File: config.mk
export PLATFORM = sky130hd
export DESIGN_NAME = alu_multicycle
export DESIGN_NICKNAME = d
export VERILOG_FILES = /design/src/rtl/alu_multicycle.sv
export SDC_FILE = /design/constraint.sdc
export NUM_CORES = 1
export LEC_CHECK = 0
export ABC_AREA = 1
export CORE_MARGIN = 1.5
export CORE_UTILIZATION = 50
export DETAILED_ROUTE_END_ITERATION = 10
export PLACE_DENSITY_LB_ADDON = 0.05
export SKIP_LAST_GASP = 1
export SYNTH_ARGS = -nofsm -noshare
export SYNTH_HDL_FRONTEND = slang
export SYNTH_SLANG_ARGS = --single-unit
export TNS_END_PERCENT = 10
File: constraint.sdc
create_clock -name clk -period 5.1 [get_ports clk]
set_input_delay 1.275 -clock clk [delete_from_list [all_inputs] [get_ports clk]]
set_output_delay 1.275 -clock clk [all_outputs]
set_load 0.01 [all_outputs]
File: src/rtl/alu_multicycle.sv
// 32-bit RV32I ALU: single-cycle arithmetic/logic, bit-serial shifts (one bit per cycle).
// Opcode encodings fall back to the standard RV32I values when arch_defines.v is not compiled in.
`ifndef RISCV_ALU_OP_REGS
`define RISCV_ALU_OP_REGS 7'b0110011
`endif
`ifndef RISCV_ALU_OP_IMM
`define RISCV_ALU_OP_IMM 7'b0010011
`endif
`ifndef RISCV_AUIPC
`define RISCV_AUIPC 7'b0010111
`endif

module alu_multicycle (
    input  logic        clk,
    input  logic        reset,
    input  logic        start,
    input  logic [6:0]  opcode,
    input  logic [2:0]  funct3,
    input  logic        funct7_5,
    input  logic [31:0] alu_in1,
    input  logic [31:0] alu_in2,
    output logic        busy,
    output logic        done,
    output logic [31:0] result
);

    typedef enum logic [1:0] {S_IDLE, S_SHIFT, S_DONE} state_t;

    state_t      state_q, state_d;
    logic [31:0] work_q, work_d;
    logic [31:0] result_q, result_d;
    logic [4:0]  cnt_q, cnt_d;
    logic        shl_q, shl_d;
    logic        sra_q, sra_d;

    logic        is_alu_op;
    logic        shift_req;
    logic [4:0]  shamt;

    function automatic logic [31:0] shift_one(input logic [31:0] v, input logic left,
                                              input logic arith);
        if (left)
            return {v[30:0], 1'b0};
        else
            return {arith & v[31], v[31:1]};
    endfunction

    // Everything that completes in one cycle, including a zero-distance shift.
    function automatic logic [31:0] comb_result(input logic [6:0] op, input logic [2:0] f3,
                                                input logic f7, input logic [31:0] a,
                                                input logic [31:0] b);
        logic signed [31:0] sa;
        logic signed [31:0] sb;
        sa = a;
        sb = b;
        if (op == `RISCV_AUIPC)
            return a + b;
        if (op != `RISCV_ALU_OP_REGS && op != `RISCV_ALU_OP_IMM)
            return 32'b0;
        case (f3)
            3'b000:  return (op == `RISCV_ALU_OP_REGS && f7) ? a - b : a + b;
            3'b010:  return (sa < sb) ? 32'd1 : 32'd0;
            3'b011:  return (a < b) ? 32'd1 : 32'd0;
            3'b100:  return a ^ b;
            3'b110:  return a | b;
            3'b111:  return a & b;
            default: return a;
        endcase
    endfunction

    assign is_alu_op = (opcode == `RISCV_ALU_OP_REGS) || (opcode == `RISCV_ALU_OP_IMM);
    assign shift_req = is_alu_op && (funct3 == 3'b001 || funct3 == 3'b101);
    assign shamt     = alu_in2[4:0];

    always_ff @(posedge clk) begin
        if (reset) begin
            state_q  <= S_IDLE;
            work_q   <= 32'b0;
            result_q <= 32'b0;
            cnt_q    <= 5'd0;
            shl_q    <= 1'b0;
            sra_q    <= 1'b0;
        end else begin
            state_q  <= state_d;
            work_q   <= work_d;
            result_q <= result_d;
            cnt_q    <= cnt_d;
            shl_q    <= shl_d;
            sra_q    <= sra_d;
        end
    end

    always_comb begin
        state_d  = state_q;
        work_d   = work_q;
        result_d = result_q;
        cnt_d    = cnt_q;
        shl_d    = shl_q;
        sra_d    = sra_q;
        case (state_q)
            S_IDLE: begin
                if (start) begin
                    if (shift_req && shamt != 5'd0) begin
                        state_d = S_SHIFT;
                        work_d  = alu_in1;
                        cnt_d   = shamt;
                        shl_d   = (funct3 == 3'b001);
                        sra_d   = funct7_5;
                    end else begin
                        state_d  = S_DONE;
                        result_d = comb_result(opcode, funct3, funct7_5, alu_in1, alu_in2);
                    end
                end
            end
            S_SHIFT: begin
                work_d = shift_one(work_q, shl_q, sra_q);
                cnt_d  = cnt_q - 5'd1;
                // Last step: publish the final shifted value on the same edge.
                if (cnt_q == 5'd1) begin
                    state_d  = S_DONE;
                    result_d = shift_one(work_q, shl_q, sra_q);
                end
            end
            S_DONE:  state_d = S_IDLE;
            default: state_d = S_IDLE;
        endcase
    end

    always_comb begin
        busy   = (state_q != S_IDLE);
        done   = (state_q == S_DONE);
        result = result_q;
    end

endmodule
==> results.txt <==
clock-pin slew on the worst setup and hold paths: 0.06 ns
nets@finish: 2193
asr flop ratio synth: 0
met2 Track Usage GR: 0.5719
root buf cell: clkbuf_16
vias in the first global route: 12040
CP Class: in -> reg
htree depth: 3
grt met1 use: 0.5748
Num CTS Buffers: 9
Mapped Area: 0.01077 sq mm
Hold Path Origin: shl_q$_SDFFE_PP0P_
most common cell after layout, fill and taps aside: nand2_1
Die Area: 0.02243 sq mm
most crowded layer after global routing: met1
drt first pass iters: 8
# rows: 53
final core area utilization: 0.5810
worst r2r dst: work_q[19]$_SDFFE_PP0P_
Final Hold Vio Count: 0
insertion delay to the later sink of the worst-skew pair: 0.34 ns
final wirelength: 43.03 mm
Detailed Place HPWL: 33.67 mm
Vias/cell: 5.655
period utilization: 0.7958
Die Width: 149.8 microns
biggest area consumer among synthesized cells: nand2_1
syn nets: 2142
CTS max path bufs: 2
ANT nets after route: 0
Global Route Usage Sum: 0.3866
VDD IR max: 0.2480 mV
Period minus WS final: 4.059 ns
CTS tree: done
share of layout cells above drive strength 1: 0.05500
Yosys warnings: 0
antenna violations before repair: 0
R2R Setup Slk: 2.15 ns
Leak: 0.006293 uW
Finished Layout Cells: 2293
Unique masters post-synth: 48
clock skew: 0.01288 ns
die height: 149.8 microns
Clock Sinks: 73
hold_buf cts: 0
setup TNS: 0 ns
Resized Gates After CTS: 0
CP endpoint kind: flip-flop
Synth Instances: 1964
DR WL/cell: 18.77 microns
Hold Path Class: reg -> reg
syn_area_per_cell: 5.483 sq um
worst hold path depth: 2
WP data arrival: 4.32 ns
relative max-transition margin: 0.4239
sequential share of the synthesized area: 0.1357
commonest cells after routing, fill and taps aside: 621 x nand2_1, 293 x inv_1, 196 x a21oi_1
Main synth FF type: dfxtp_1
Power Dens Cells: 188.1 mW/mm^2
Seq cells post-synth: 73
last element of the critical path: result[0]$_SDFFE_PP0P_
fin worst setup slack: 1.041 ns
max_cap viols: 0
first-pass GRT wire length: 66.21 mm
crit-path max FO: 9
Slew @ Worst Pin: 0.8629 ns
DRC Markers: 0
placed cells: 2279
Iter 0 DRT Violations: 1235
GRT overflow: 0
top post-synthesis cells by area: nand2_1 22%, dfxtp_1 14%, ha_1 11%, inv_1 10%, a21oi_1 9.1%
Post-CTS Setup Inserts: 0
RSZ-0062 raised after global routing: false
Post-synth EDFFs: 0
Initial Utilization: 0.5107
outcome: complete, no violations
pre-CTS setup slack: 0.7892 ns
Final GP Congestion: 1.022
Ports: 112
R2R depth: 7
Area growth syn-to-layout: 13.77%
Final setup viols: 0
antenna diode count: 0
worst setup path startpoint: alu_in1[25]
CORE AREA: 0.02109 sq mm
met3 usage: 0.07165
WP data required: 5.36 ns
Slew Viols, Final: 0
worst r2r src: state_q[0]$_SDFFE_PP0P_
vias post-DR: 12970
largest net degree at the start of global routing: 69
top-area cell type share of the netlist area: 0.2165
Max Fclk: 246.4 MHz
# fillers: 2199
Worst setup SP type: input pin
Port-buffer cells: 111
==> logic make-up after synthesis <==
logic type,count (synthesis),share of synthesized area
compound gates,390,0.1991
xor+xnor,18,0.01464
fa+ha+maj,100,0.1176
buf+inv,403,0.1532
flops,73,0.1357
simple gates,980,0.3797
==> cells in the mapped netlist (3+ instances only) <==
master and number:
nand3_2 6, buf_6 5, dfxtp_1 73, nand2_2 14, nor2_2 16, o22ai_1 32
nand2_1 621, a21oi_1 196, ha_1 98, o211ai_1 7, o21bai_1 5, buf_4 17
a211oi_1 15, nand3_1 133, clkbuf_1 40, and3_1 4, buf_2 29, nor3_1 15
inv_2 16, inv_1 293, o21ai_1 6, a21oi_2 11, o21ai_0 105, nor2_1 144
nor4_1 3, a31oi_1 5, nand4_1 14, xor2_1 17
==> area by class of cell <==
class / count / area (sq um) / area share
clock inverter: 5 / 106.4 / 0.008681
sequential: 73 / 1461 / 0.1193
multi-input combinational: 1488 / 7679 / 0.6267
inverter: 311 / 1167 / 0.09528
clock buffer: 9 / 225.2 / 0.01838
timing repair buffer: 132 / 1269 / 0.1036
tap: 275 / 344.1 / 0.02808
==> how the worst min path moves through the flow <==
| stage | endpoint | slack, ns |
|---|---|---|
| 2_1_floorplan | work_q[2]$_SDFFE_PP0P_ | 0.45 |
| 3_3_place_gp | shl_q$_SDFFE_PP0P_ | 0.46 |
| 3_5_place_dp | shl_q$_SDFFE_PP0P_ | 0.48 |
| 4_1_cts | shl_q$_SDFFE_PP0P_ | 0.49 |
| 5_1_grt | work_q[1]$_SDFFE_PP0P_ | 0.51 |
| 6_report | shl_q$_SDFFE_PP0P_ | 0.49 |
==> metrics by stage <==
stage                     instance area, sq um  total power (uW)  hold WS (ns)
after floorplan                          10770              1232        0.4495
after global placement                   11920              1554        0.4572
after detailed placement                 11920              1558        0.4790
after CTS                                12250              2276        0.4876
after global routing                     12250              2422        0.5139
final                                    12250              2304        0.4864
==> critical path, cell delays in order <==
cell	delay [ns]
clkdlybuf4s50_1	0.59
inv_1	0.09
ha_1	0.51
inv_1	0.14
a21oi_1	0.37
o21ai_1	0.16
nand2_1	0.08
nand3_1	0.11
a21oi_1	0.38
nand3_1	0.13
nand2_1	0.08
inv_1	0.04
nand2_1	0.05
nand2_1	0.04
nand2_1	0.07
nand2_1	0.05
a21oi_1	0.14
==> sequential cells by signal, summed over array words and instances (netlist names) <==
signal	cells
state_q	2
sra_q	1
work_q	32
cnt_q	5
shl_q	1
result	32
==> power by group <==
part | switching, uW | internal [uW] | total [uW]
clock network | 250 | 473 | 723
logic | 652 | 328 | 980
registers | 11.8 | 589 | 601
total | 914 | 1390 | 2300
==> metal layers <==
metal	vias up	part of all wire
li1	6331	-
met1	5882	0.45
met2	705	0.40
met3	49	0.13
met4	0	0.019
met5	-	0
No activity file was read; power rests on OpenSTA's default activity.
